<file path="src/rtl/qam16_pkg.sv">
// qam16_pkg: shared constants, types and helper functions for the 16-QAM
// symbol source.
//   - Level codes L_M3/L_M1/L_P1/L_P3 (3-bit two's complement)
//   - PRBS-15 width and feedback tap positions
//   - Output-slot state type and symbol payload struct
//   - gray_map / map_symbol: Gray mapping from bit pairs to levels
package qam16_pkg;

  localparam int unsigned SYM_W        = 3;
  localparam int unsigned BITS_PER_SYM = 4;

  localparam int unsigned PRBS_W      = 15;
  localparam int unsigned PRBS_TAP_HI = 14;
  localparam int unsigned PRBS_TAP_LO = 13;

  localparam logic [SYM_W-1:0] L_M3 = 3'b101;
  localparam logic [SYM_W-1:0] L_M1 = 3'b111;
  localparam logic [SYM_W-1:0] L_P1 = 3'b001;
  localparam logic [SYM_W-1:0] L_P3 = 3'b011;

  typedef enum logic {
    SLOT_EMPTY = 1'b0,
    SLOT_FULL  = 1'b1
  } slot_state_e;

  typedef struct packed {
    logic [SYM_W-1:0] i;
    logic [SYM_W-1:0] q;
  } sym_t;

  // Gray code: adjacent levels differ in one bit.
  function automatic logic [SYM_W-1:0] gray_map(input logic [1:0] bits);
    logic [SYM_W-1:0] lvl;
    case (bits)
      2'b00:   lvl = L_M3;
      2'b01:   lvl = L_M1;
      2'b11:   lvl = L_P1;
      default: lvl = L_P3;
    endcase
    return lvl;
  endfunction

  // Upper bit pair drives I, lower pair drives Q.
  function automatic sym_t map_symbol(input logic [BITS_PER_SYM-1:0] bits);
    sym_t s;
    s.i = gray_map(bits[3:2]);
    s.q = gray_map(bits[1:0]);
    return s;
  endfunction

endpackage

</file>
<file path="src/rtl/prbs15_gen.sv">
// prbs15_gen: Fibonacci PRBS-15 generator, x^15 + x^14 + 1.
// The register MSB is the output bit; on each step the register shifts
// toward the MSB and bit14 XOR bit13 enters at the LSB.
// Ports:
//   clock   in  rising-edge clock
//   reset   in  asynchronous active-low reset, loads seed
//   step    in  advance the sequence by one bit this cycle
//   seed    in  reset value (must be nonzero)
//   bit_out out current output bit (register MSB)
module prbs15_gen
  import qam16_pkg::*;
(
  input  logic              clock,
  input  logic              reset,
  input  logic              step,
  input  logic [PRBS_W-1:0] seed,
  output logic              bit_out
);

  logic [PRBS_W-1:0] r_lfsr;
  logic              w_feedback;

  assign w_feedback = r_lfsr[PRBS_TAP_HI] ^ r_lfsr[PRBS_TAP_LO];

  // Shift register; seed is expected to be a tie-off constant.
  always_ff @(posedge clock or negedge reset) begin
    if (!reset) begin
      r_lfsr <= seed;
    end else if (step) begin
      r_lfsr <= {r_lfsr[PRBS_W-2:0], w_feedback};
    end
  end

  assign bit_out = r_lfsr[PRBS_W-1];

endmodule

</file>
<file path="src/rtl/qam16_symbol_source.sv">
// qam16_symbol_source: 16-QAM test symbol source for a pulse-shaping filter.
// Every SYM_DIV clocks (while enable is high) four source bits are collected
// on divider counts 0..3, Gray-mapped to an I/Q level pair and offered on a
// one-entry valid/ready output slot. A symbol arriving while the slot is
// still occupied and not being accepted is discarded and sym_drop latches.
//
// Build option: define QAM16_TEST_PATTERN_EN to replace the PRBS-15 source
// with a 4-bit counter that advances once per symbol tick.
//
// Parameters:
//   SYM_DIV    clocks per symbol, 4..256
//   PRBS_SEED  PRBS-15 reset state, nonzero
// Ports:
//   clock_5000 in   clock, rising edge
//   reset      in   asynchronous active-low reset
//   enable     in   symbol generation runs while high
//   sym_ready  in   downstream accepts the symbol this cycle
//   sym_valid  out  i_sym/q_sym hold a valid symbol
//   i_sym      out  in-phase level, 3-bit two's complement
//   q_sym      out  quadrature level, 3-bit two's complement
//   sym_drop   out  sticky: a symbol was discarded (slot full)
module qam16_symbol_source
  import qam16_pkg::*;
#(
  parameter int unsigned       SYM_DIV   = 8,
  parameter logic [PRBS_W-1:0] PRBS_SEED = 15'h7FFF
) (
  input  logic             clock_5000,
  input  logic             reset,
  input  logic             enable,
  input  logic             sym_ready,
  output logic             sym_valid,
  output logic [SYM_W-1:0] i_sym,
  output logic [SYM_W-1:0] q_sym,
  output logic             sym_drop
);

  localparam int unsigned      DIV_W    = (SYM_DIV > 1) ? $clog2(SYM_DIV) : 1;
  localparam logic [DIV_W-1:0] DIV_LAST = DIV_W'(SYM_DIV - 1);

  logic [DIV_W-1:0]        r_div_cnt;
  logic                    w_tick;
  logic [BITS_PER_SYM-1:0] w_sym_bits;

  assign w_tick = enable && (r_div_cnt == DIV_LAST);

  // Symbol divider; held at zero while disabled so assembly restarts cleanly.
  always_ff @(posedge clock_5000 or negedge reset) begin
    if (!reset) begin
      r_div_cnt <= '0;
    end else if (!enable || w_tick) begin
      r_div_cnt <= '0;
    end else begin
      r_div_cnt <= r_div_cnt + DIV_W'(1);
    end
  end

`ifdef QAM16_TEST_PATTERN_EN

  logic [BITS_PER_SYM-1:0] r_tp_cnt;

  // Test pattern: counter value is the symbol, advanced once per tick.
  always_ff @(posedge clock_5000 or negedge reset) begin
    if (!reset) begin
      r_tp_cnt <= '0;
    end else if (w_tick) begin
      r_tp_cnt <= r_tp_cnt + BITS_PER_SYM'(1);
    end
  end

  assign w_sym_bits = r_tp_cnt;

`else

  localparam logic [DIV_W-1:0] SHIFT_LAST = DIV_W'(BITS_PER_SYM - 1);

  logic                    w_shift;
  logic                    w_prbs_bit;
  logic [BITS_PER_SYM-1:0] r_bits;
  logic [BITS_PER_SYM-1:0] w_bits_nxt;

  assign w_shift = enable && (r_div_cnt <= SHIFT_LAST);

  prbs15_gen u_prbs (
    .clock   (clock_5000),
    .reset   (reset),
    .step    (w_shift),
    .seed    (PRBS_SEED),
    .bit_out (w_prbs_bit)
  );

  assign w_bits_nxt = w_shift ? {r_bits[BITS_PER_SYM-2:0], w_prbs_bit} : r_bits;

  // Bit assembly, MSB first; partial bits are thrown away when disabled.
  always_ff @(posedge clock_5000 or negedge reset) begin
    if (!reset) begin
      r_bits <= '0;
    end else if (!enable) begin
      r_bits <= '0;
    end else begin
      r_bits <= w_bits_nxt;
    end
  end

  // Use the next value so the last bit counts when the tick shares its cycle.
  assign w_sym_bits = w_bits_nxt;

`endif

  slot_state_e r_slot_state;
  slot_state_e w_slot_state_nxt;
  sym_t        r_sym;
  sym_t        w_sym_nxt;
  logic        r_drop;
  logic        w_drop_nxt;

  // Output slot register.
  always_ff @(posedge clock_5000 or negedge reset) begin
    if (!reset) begin
      r_slot_state <= SLOT_EMPTY;
      r_sym        <= '0;
      r_drop       <= 1'b0;
    end else begin
      r_slot_state <= w_slot_state_nxt;
      r_sym        <= w_sym_nxt;
      r_drop       <= w_drop_nxt;
    end
  end

  // Output slot next state: load on tick if free or being drained, else drop.
  always_comb begin
    w_slot_state_nxt = r_slot_state;
    w_sym_nxt        = r_sym;
    w_drop_nxt       = r_drop;
    case (r_slot_state)
      SLOT_EMPTY: begin
        if (w_tick) begin
          w_slot_state_nxt = SLOT_FULL;
          w_sym_nxt        = map_symbol(w_sym_bits);
        end
      end
      SLOT_FULL: begin
        if (w_tick) begin
          if (sym_ready) begin
            w_sym_nxt = map_symbol(w_sym_bits);
          end else begin
            w_drop_nxt = 1'b1;
          end
        end else if (sym_ready) begin
          w_slot_state_nxt = SLOT_EMPTY;
        end
      end
      default: begin
        w_slot_state_nxt = SLOT_EMPTY;
      end
    endcase
  end

  assign sym_valid = (r_slot_state == SLOT_FULL);
  assign i_sym     = r_sym.i;
  assign q_sym     = r_sym.q;
  assign sym_drop  = r_drop;

endmodule

</file>
<file path="config.mk">
export PLATFORM = sky130hd
export DESIGN_NAME = qam16_symbol_source
export DESIGN_NICKNAME = d
export VERILOG_FILES = /design/src/rtl/qam16_pkg.sv /design/src/rtl/prbs15_gen.sv /design/src/rtl/qam16_symbol_source.sv
export SDC_FILE = /design/constraint.sdc
export NUM_CORES = 1
export LEC_CHECK = 0
export BUFFER_PORTS_ARGS = -buffer_cell sky130_fd_sc_hd__buf_2
export CORE_ASPECT_RATIO = 1.1
export CORE_UTILIZATION = 30
export CTS_BUF_LIST = sky130_fd_sc_hd__clkbuf_4
export CTS_CLUSTER_SIZE = 25
export DETAILED_ROUTE_END_ITERATION = 10
export PLACE_DENSITY = 0.52
export SKIP_LAST_GASP = 1
export SLEW_MARGIN = 20
export SYNTH_ARGS = -nofsm -noshare
export SYNTH_HDL_FRONTEND = slang
export SYNTH_SLANG_ARGS = --single-unit
</file>
<file path="constraint.sdc">
create_clock -name clock_5000 -period 1.54 [get_ports clock_5000]
set_input_delay 0.308 -clock clock_5000 [delete_from_list [all_inputs] [get_ports clock_5000]]
set_output_delay 0.308 -clock clock_5000 [all_outputs]
set_load 0.03 [all_outputs]
</file>
==> results of run 1 <==
## Yosys cell counts (all sizes together), types with 2 or more instances
cell     n
and3b    3
mux2    16
o211ai   4
o31ai    2
dfrtp   14
nand2    8
nor2b    3
ha       3
nand2b   3
buf      4
o21ai    2
dfstp   15
a21boi   4
mux2i    2
## timing repair
action	CTS	global route
setup buffers	2	2
hold buffers	1	0
hold endpoints to repair	6	0
gates cloned	0	1
endpoints found under the setup margin	17	20
resized for setup	7	23
pin swaps	6	8
## metrics by stage
stage	power [mW]	hold slack, ps	setup TNS (ps)
floorplan	0.918	12.4	0
global placement	0.963	355	0
detailed placement	0.967	363	-395
CTS	1.43	272	-31.0
global route	1.51	300	-3590
finish	1.43	289	-2170
## cell usage in the layout, fill, tap and decap left out, types with 2 or more instances in the layout
cell type,count
dfstp_2,15
dfrtp_1,14
mux2_4,13
buf_2,11
buf_4,8
nand2_1,7
clkbuf_4,5
o211ai_1,4
buf_6,4
nor2b_1,3
and3b_1,3
nand2b_1,3
mux2_2,3
a21boi_1,2
clkinv_2,2
## registers in the layout, summed over array words and instances (netlist names)
signal         count
i_sym              3
q_sym              2
r_bits             4
r_div_cnt          3
sym_drop           1
sym_valid          1
u_prbs.r_lfsr     15
## per-layer routing
metal	part of all wire (%)	track usage [%]	vias up
met3	3.6	3.95	6
met5	0	0	-
met4	2.7	6.82	0
met1	45	12.9	379
li1	-	-	371
met2	48	16.0	12
## where the power goes
| group | total [mW] | switching, mW | internal (mW) |
|---|---|---|---|
| logic | 0.199 | 0.113 | 0.0855 |
| registers | 0.792 | 0.0102 | 0.782 |
| clock network | 0.440 | 0.267 | 0.173 |
| total | 1.43 | 0.390 | 1.04 |
## kinds of logic after synthesis
| logic type | after synthesis | share of synthesized area [%] |
|---|---|---|
| buffers and inverters | 5 | 2.82 |
| XOR/XNOR | 1 | 0.704 |
| adder cells (fa/ha/maj) | 3 | 3.02 |
| multiplexers | 18 | 16.1 |
| flip-flops | 29 | 59.9 |
| AND/OR/NAND/NOR | 20 | 9.06 |
| AO/OA/AOI/OAI | 14 | 8.45 |
## critical path, cell delays in order, from the launching register on
cell	delay (ps)
dfrtp_1	390
ha_2	210
ha_4	160
buf_4	130
o21ai_4	200
buf_6	150
mux2i_1	90
mux2_2	260
## worst paths after layout
path	start	to	slack [ps]	cells after the start
max in group asynchronous	reset	r_div_cnt[0]$_DFF_PN0_	600	2
max	r_div_cnt[0]$_DFF_PN0_	i_sym[2]$_DFFE_PN0P_	-160	7
min reg2reg	sym_drop$_DFFE_PN0P_	sym_drop$_DFFE_PN0P_	480	1
min	sym_ready	sym_valid$_DFF_PN0_	290	3
max reg2reg	r_div_cnt[0]$_DFF_PN0_	i_sym[2]$_DFFE_PN0P_	-160	7
min in group asynchronous	reset	sym_drop$_DFFE_PN0P_	530	2
## area by class of cell
type | instances | area (um^2) | share of cell area, %
Sequential cell | 29 | 744 | 46.5
Multi-Input combinational cell | 56 | 564 | 35.2
Tap cell | 52 | 65.1 | 4.06
Timing Repair Buffer | 24 | 170 | 10.6
Clock buffer | 5 | 37.5 | 2.34
Clock inverter | 3 | 16.3 | 1.02
Inverter | 1 | 3.75 | 0.234
==> flow_summary.toml, run 1 <==
[clock_tree]
clk_pin_slew_worst_paths_ps = 90
cts_buffers = 5
cts.path.max_buffers = 2
cts-root-buf = "clkbuf_4"
cts.sinks = 29
htreeDepth = 2
cts_tree = "built"
clk_latency_ps = 320

[detailed_routing]
vias = 768
ant_nets = 0
wire_per_inst_um = 12.6
drt_iter0_drc = 8
first_pass_iters = 4
wl_mm = 2.15
remaining_drc_errors = 0
avgViaCountPerCell = 4.52

[sta]
period_share_pct = 111
fmax_mhz = 587
slew_headroom_pct = 58.3
slew_violations = 0
rsz0062_at_grt = "yes"
hold_viol = 0
tightestPinTransition_ps = 626
setup_viol = 20
period_needed_ps = 1700
fin_skew_ps = 6.03
fin_ws_ps = -164

[final_layout]
n_antenna_cell = 0
final_core_util_pct = 40.4
final_nets = 124
drive_gt1_share_pct = 60.2
fin_area_mm2 = 0.00160
layout-area-overhead-vs-synth_pct = 28.8
fillers = 399
fin_cells = 170

[setup_path]
worst-endpoint-required_ps = 1750
crit_type = "flop to flop"
cp_max_fo = 4
start_kind = "flop"
arrival_ps = 1920
endpoint_kind = "flop"

[place]
portBuffers = 11
hpwl_mm = 1.32
pre_cts_ws_ps = -29.6
dpl_cell_area_mm2 = 0.00139
routabilityCongestion = 0.744
dp_cells = 156

[global_route]
antenna_found_initial = 0
grt_max_degree = 30
grt_pass1_wl_mm = 3.58
grt_pass1_vias = 790
grt.overflow.total = 0
grt.total_usage_pct = 10.7

[synthesis]
synth_area_leaders = "dfstp_2, dfrtp_1, mux2_2"
ys_ff_latch = 29
async_flop_share_pct = 100
ys_warn_count = 0
syn_nets = 97
synth_top_area_share_pct = 31.7
netlist_instances = 90
synth_ff_type = "dfstp_2"
yosysSeqAreaShare_pct = 59.9
synth_edf_count = 0
yosys.area.top_type = "dfstp_2"
netlist_area_mm2 = 0.00124
avgSynthCellArea_um2 = 13.8
yosysUniqueCellTypes = 24

[power]
power_density_mw_per_mm2 = 894
peakVddDrop_mv = 0.464
leakage_nw = 0.726

[floorplan]
start_util_pct = 31.4
die_w_um = 63.4
pin_count = 12
die_y_um = 69.5
dieArea_mm2 = 0.00441
row_count = 24
core_mm2 = 0.00396

[flow_run]
cap_viol_max_count = 0

[hold_path]
hp-class = "input pin to flop"

[run_status]
violations = "negative setup slack"
status = "complete, but fails checks"
No activity file was read; power rests on OpenSTA's default activity.
==> run 2, diff against run 1 <==
--- a/config.mk
+++ b/config.mk
@@ -12,6 +12,7 @@
 export CTS_CLUSTER_SIZE = 25
 export DETAILED_ROUTE_END_ITERATION = 10
 export PLACE_DENSITY = 0.52
+export REMOVE_ABC_BUFFERS = 1
 export SKIP_LAST_GASP = 1
 export SLEW_MARGIN = 20
 export SYNTH_ARGS = -nofsm -noshare
==> flow_summary.toml, run 2 (same netlist as run 1, synthesis figures left out) <==
[run_status]
status = "complete, but fails checks"
violations = "negative setup slack"

[floorplan]
die_y_um = 69.5
dieArea_mm2 = 0.00441
pin_count = 12
die_w_um = 63.4
row_count = 24
core_mm2 = 0.00396
start_util_pct = 31.4

[global_route]
grt.total_usage_pct = 12.8
grt.overflow.total = 0
grt_pass1_vias = 880
grt_pass1_wl_mm = 4.16
antenna_found_initial = 0
grt_max_degree = 30

[sta]
fin_skew_ps = 12.4
slew_headroom_pct = 56.2
rsz0062_at_grt = "yes"
period_needed_ps = 1620
fmax_mhz = 618
hold_viol = 0
tightestPinTransition_ps = 656
slew_violations = 0
worst_hold_slack_ps = 291
period_share_pct = 105
fin_ws_ps = -78.7
setup_viol = 17

[detailed_routing]
vias = 775
remaining_drc_errors = 0
wire_per_inst_um = 13.8
drt_iter0_drc = 15
ant_nets = 0
first_pass_iters = 2
avgViaCountPerCell = 4.53
wl_mm = 2.36

[setup_path]
crit_type = "flop to flop"
arrival_ps = 1890
r2r_slack_ps = -80
rr_endpoint = "u_prbs.r_lfsr[7]$_DFFE_PN1N_"
worst-endpoint-required_ps = 1810
start_kind = "flop"
reg2reg_depth = 6
endpoint_kind = "flop"
cp_max_fo = 5
r2r-start = "r_div_cnt[0]$_DFF_PN0_"

[final_layout]
fillers = 376
layout-area-overhead-vs-synth_pct = 41.2
regMostFlops = "u_prbs.r_lfsr"
fin_cells = 171
layout_common_cells = "mux2_4, dfstp_2, dfrtp_1, buf_2, buf_4"
drive_gt1_share_pct = 62.2
n_antenna_cell = 0
top_regs = "u_prbs.r_lfsr x15, r_bits x4"
largest_reg_flops = 15
final_core_util_pct = 44.3
final_nets = 125

[clock_tree]
clk_latency_ps = 330
cts-root-buf = "clkbuf_4"
cts.path.max_buffers = 2
cts_tree = "built"
clk_pin_slew_worst_paths_ps = 110
cts_buffers = 5
cts.sinks = 29
htreeDepth = 2

[hold_path]
hp-start = "sym_ready"
min_path_cells = 3
hp-class = "input pin to flop"
hold_path_end = "sym_valid$_DFF_PN0_"

[place]
routabilityCongestion = 0.703
hpwl_mm = 1.32
portBuffers = 11
dp_cells = 157
pre_cts_ws_ps = -139

[power]
peakVddDrop_mv = 0.796
power_density_mw_per_mm2 = 1040
leakage_nw = 0.781
power.total_mw = 1.83

[flow_run]
cap_viol_max_count = 0
## run 2: how the worst max path moves through the flow
stage	from	to	slack [ps]	depth (start not counted)
3_5_place_dp	r_div_cnt[0]$_DFF_PN0_	q_sym[2]$_DFFE_PN0P_	-140	6
5_1_grt	r_div_cnt[0]$_DFF_PN0_	q_sym[1]$_DFFE_PN0P_	-130	6
6_report	r_div_cnt[0]$_DFF_PN0_	u_prbs.r_lfsr[7]$_DFFE_PN1N_	-80	6
4_1_cts	r_div_cnt[0]$_DFF_PN0_	u_prbs.r_lfsr[11]$_DFFE_PN1N_	-110	6
2_1_floorplan	r_div_cnt[0]$_DFF_PN0_	i_sym[2]$_DFFE_PN0P_	-470	5
3_3_place_gp	r_div_cnt[0]$_DFF_PN0_	i_sym[2]$_DFFE_PN0P_	-70	6
## run 2: routing by layer
layer  vias to the layer above  GRT usage [%]  wire length [um]
met5                         -              0                 0
met4                         0           6.82                60
met3                         6           4.93                82
met2                        12           20.7              1190
met1                       386           14.5              1020
li1                        371              -                 -
## run 2: metrics by stage
step / setup TNS, ps / instance area [um^2]
2_1_floorplan: -7400 / 1210
3_3_place_gp: -385 / 1410
3_5_place_dp: -1370 / 1410
4_1_cts: -1400 / 1690
5_1_grt: -1810 / 1760
6_report: -873 / 1760
## run 2: repair_timing
| item | CTS | global route |
|---|---|---|
| pin swaps | 5 | 6 |
| gates cloned | 2 | 1 |
| gates resized for setup | 19 | 18 |
| setup buffers | 2 | 2 |
| endpoints found under the setup margin | 20 | 23 |
| hold buffers | 1 | 0 |
| endpoints found under the hold margin | 6 | 0 |
## run 2: cell type report
cell class | instances | area, um^2 | area share, %
clock buffer | 5 | 37.5 | 2.14
inverter | 1 | 3.75 | 0.214
clock inverter | 3 | 65.1 | 3.70
timing repair buffer | 25 | 238 | 13.5
tap | 52 | 65.1 | 3.70
multi-input combinational | 56 | 603 | 34.3
sequential | 29 | 744 | 42.4
## run 2: critical path, cell delays in order (launching register included)
cell	delay [ps]
dfrtp_1	430
ha_4	190
ha_4	170
o21ai_4	200
buf_12	150
clkbuf_16	140
mux2_4	290
## run 2: power by group
part	total, mW	switching (mW)	internal (mW)
Combinational	0.255	0.129	0.126
Sequential	0.796	0.0133	0.782
Clock	0.784	0.281	0.503
==> run 3, diff against run 2 <==
==> constraint.sdc (replaced) <==
create_clock -name clock_5000 -period 1.4 [get_ports clock_5000]
set_input_delay 0.28 -clock clock_5000 [delete_from_list [all_inputs] [get_ports clock_5000]]
set_output_delay 0.28 -clock clock_5000 [all_outputs]
set_load 0.03 [all_outputs]
==> flow_summary.toml, run 3 (same netlist as run 1, synthesis figures left out) <==
[run_status]
status = "complete, but fails checks"
violations = "negative setup slack"

[floorplan]
row_count = 24
dieArea_mm2 = 0.00441
die_y_um = 69.5
pin_count = 12
core_mm2 = 0.00396
die_w_um = 63.4
start_util_pct = 31.4

[final_layout]
final_nets = 129
layout-area-overhead-vs-synth_pct = 36.9
layout_common_cells = "mux2_4, dfstp_2, dfrtp_1, buf_2, buf_4"
n_antenna_cell = 0
drive_gt1_share_pct = 63.4
largest_reg_flops = 15
fin_cells = 175
regMostFlops = "u_prbs.r_lfsr"
top_regs = "u_prbs.r_lfsr x15, r_bits x4"

[sta]
fin_skew_ps = 6.60
fin_ws_ps = -220
hold_viol = 0
period_needed_ps = 1620
setup_viol = 23
slew_headroom_pct = 55.6
tightestPinTransition_ps = 666
period_share_pct = 116
fmax_mhz = 617
slew_violations = 0
rsz0062_at_grt = "yes"
fin_setup_tns_ps = -3520

[clock_tree]
cts.path.max_buffers = 2
htreeDepth = 2
cts.sinks = 29
cts_tree = "built"
cts_buffers = 5
clk_pin_slew_worst_paths_ps = 90
clk_latency_ps = 330
cts-root-buf = "clkbuf_4"

[setup_path]
cp_num_buf_inv = 2
crit_type = "flop to flop"
cp.depth = 6
cp_max_fo = 3
start_kind = "flop"
crit_start = "r_div_cnt[0]$_DFF_PN0_"
reg2reg_depth = 6
endpoint_kind = "flop"
arrival_ps = 1870
crit_end = "u_prbs.r_lfsr[2]$_DFFE_PN1N_"
rr_endpoint = "u_prbs.r_lfsr[2]$_DFFE_PN1N_"
r2r-start = "r_div_cnt[0]$_DFF_PN0_"
worst-endpoint-required_ps = 1650
critPathTopFamily = "flip-flops"
slowest_delay_ps = 390
cpMostUsedCell = "buf_12"
r2r_slack_ps = -220
worstPathCellList = "ha_2, ha_4, o21ai_4, buf_12, buf_12, mux2_4"
crit_path_top_delay_cell = "dfrtp_1"

[global_route]
use_met2_pct = 19.1
grt_pass1_vias = 867
antenna_found_initial = 0
grt.overflow.total = 0
gr-usage-met1_pct = 16.5
grt_pass1_wl_mm = 4.22
gr-usage-met3_pct = 4.44
grt.total_usage_pct = 12.8
top_usage_layer = "met2"
grt_max_degree = 30

[power]
switching_share_pct = 26.1
peakVddDrop_mv = 0.603
power_density_mw_per_mm2 = 993
switching_power_mw = 0.441
p_seq_share_pct = 51.5
power.total_mw = 1.69
clockPowerShare_pct = 32.2
leakage_nw = 0.769
pwr-share-comb_pct = 16.3
p_int_mw = 1.25

[detailed_routing]
wire_per_inst_um = 13.9
vias = 802
drt_iter0_drc = 12
first_pass_iters = 3
ant_nets = 0
wl_mm = 2.43
remaining_drc_errors = 0
avgViaCountPerCell = 4.58

[place]
hpwl_mm = 1.36
portBuffers = 11
routabilityCongestion = 0.753
dp_cells = 161

[flow_run]
cap_viol_max_count = 0

[hold_path]
hp-class = "input pin to flop"
## run 3: metrics by stage
| stage | hold WS (ps) | setup WS [ps] | cell area [um^2] | util, % |
|---|---|---|---|---|
| final | 269 | -220 | 1700 | 43.0 |
| after floorplan | -15.6 | -606 | 1210 | - |
| after global routing | 281 | -357 | 1700 | 43.0 |
| after global placement | 324 | -212 | 1440 | 36.2 |
| after detailed placement | 344 | -256 | 1440 | 36.2 |
| after CTS | 261 | -220 | 1660 | 41.9 |
## run 3: worst min path at each step
| stage | startpoint | end | cells after the start |
|---|---|---|---|
| 2_1_floorplan | reset | i_sym[0]$_DFFE_PN0P_ | 0 |
| 6_report | sym_ready | sym_valid$_DFF_PN0_ | 3 |
| 3_3_place_gp | reset | r_bits[2]$_DFF_PN0_ | 1 |
| 5_1_grt | sym_ready | sym_valid$_DFF_PN0_ | 3 |
| 3_5_place_dp | reset | q_sym[1]$_DFFE_PN0P_ | 1 |
| 4_1_cts | sym_ready | sym_valid$_DFF_PN0_ | 3 |
## run 3: cell type report
cell class                 instances  area, um^2
fill                             384        2260
sequential                        29         744
multi-input combinational         56         593
timing repair buffer              29         236
tap                               52        65.1
clock buffer                       8        60.1
inverter                           1        3.75
## run 3: power groups by stage
stage | Clock (mW) | Sequential (mW) | Combinational, mW
after global routing | 0.611 | 0.875 | 0.296
after CTS | 0.563 | 0.871 | 0.275
after floorplan | 0 | 0.927 | 0.0610
final | 0.544 | 0.871 | 0.275
after detailed placement | 0 | 0.885 | 0.195
after global placement | 0 | 0.886 | 0.192
## run 3: timing repair
item / 4_1_cts / 5_1_grt
pin swaps: 8 / 9
buffers inserted: 4 / 1
cloned: 2 / 0
hold endpoints to repair: 14 / 0
setup endpoints to repair: 24 / 25
hold buffers: 1 / 0
resized for setup: 21 / 20
## run 3: worst register-to-register path, cell delays in order, from the launching register on
cell,delay [ps]
dfrtp_1,390
ha_2,210
ha_4,180
o21ai_4,220
buf_12,160
buf_12,110
mux2_4,290
## run 3: routing by layer
metal / wire [um] / part of all wire (%)
met1: 1130 / 47
met2: 1170 / 48
met3: 87 / 3.6
met4: 48 / 2.0
met5: 0 / 0
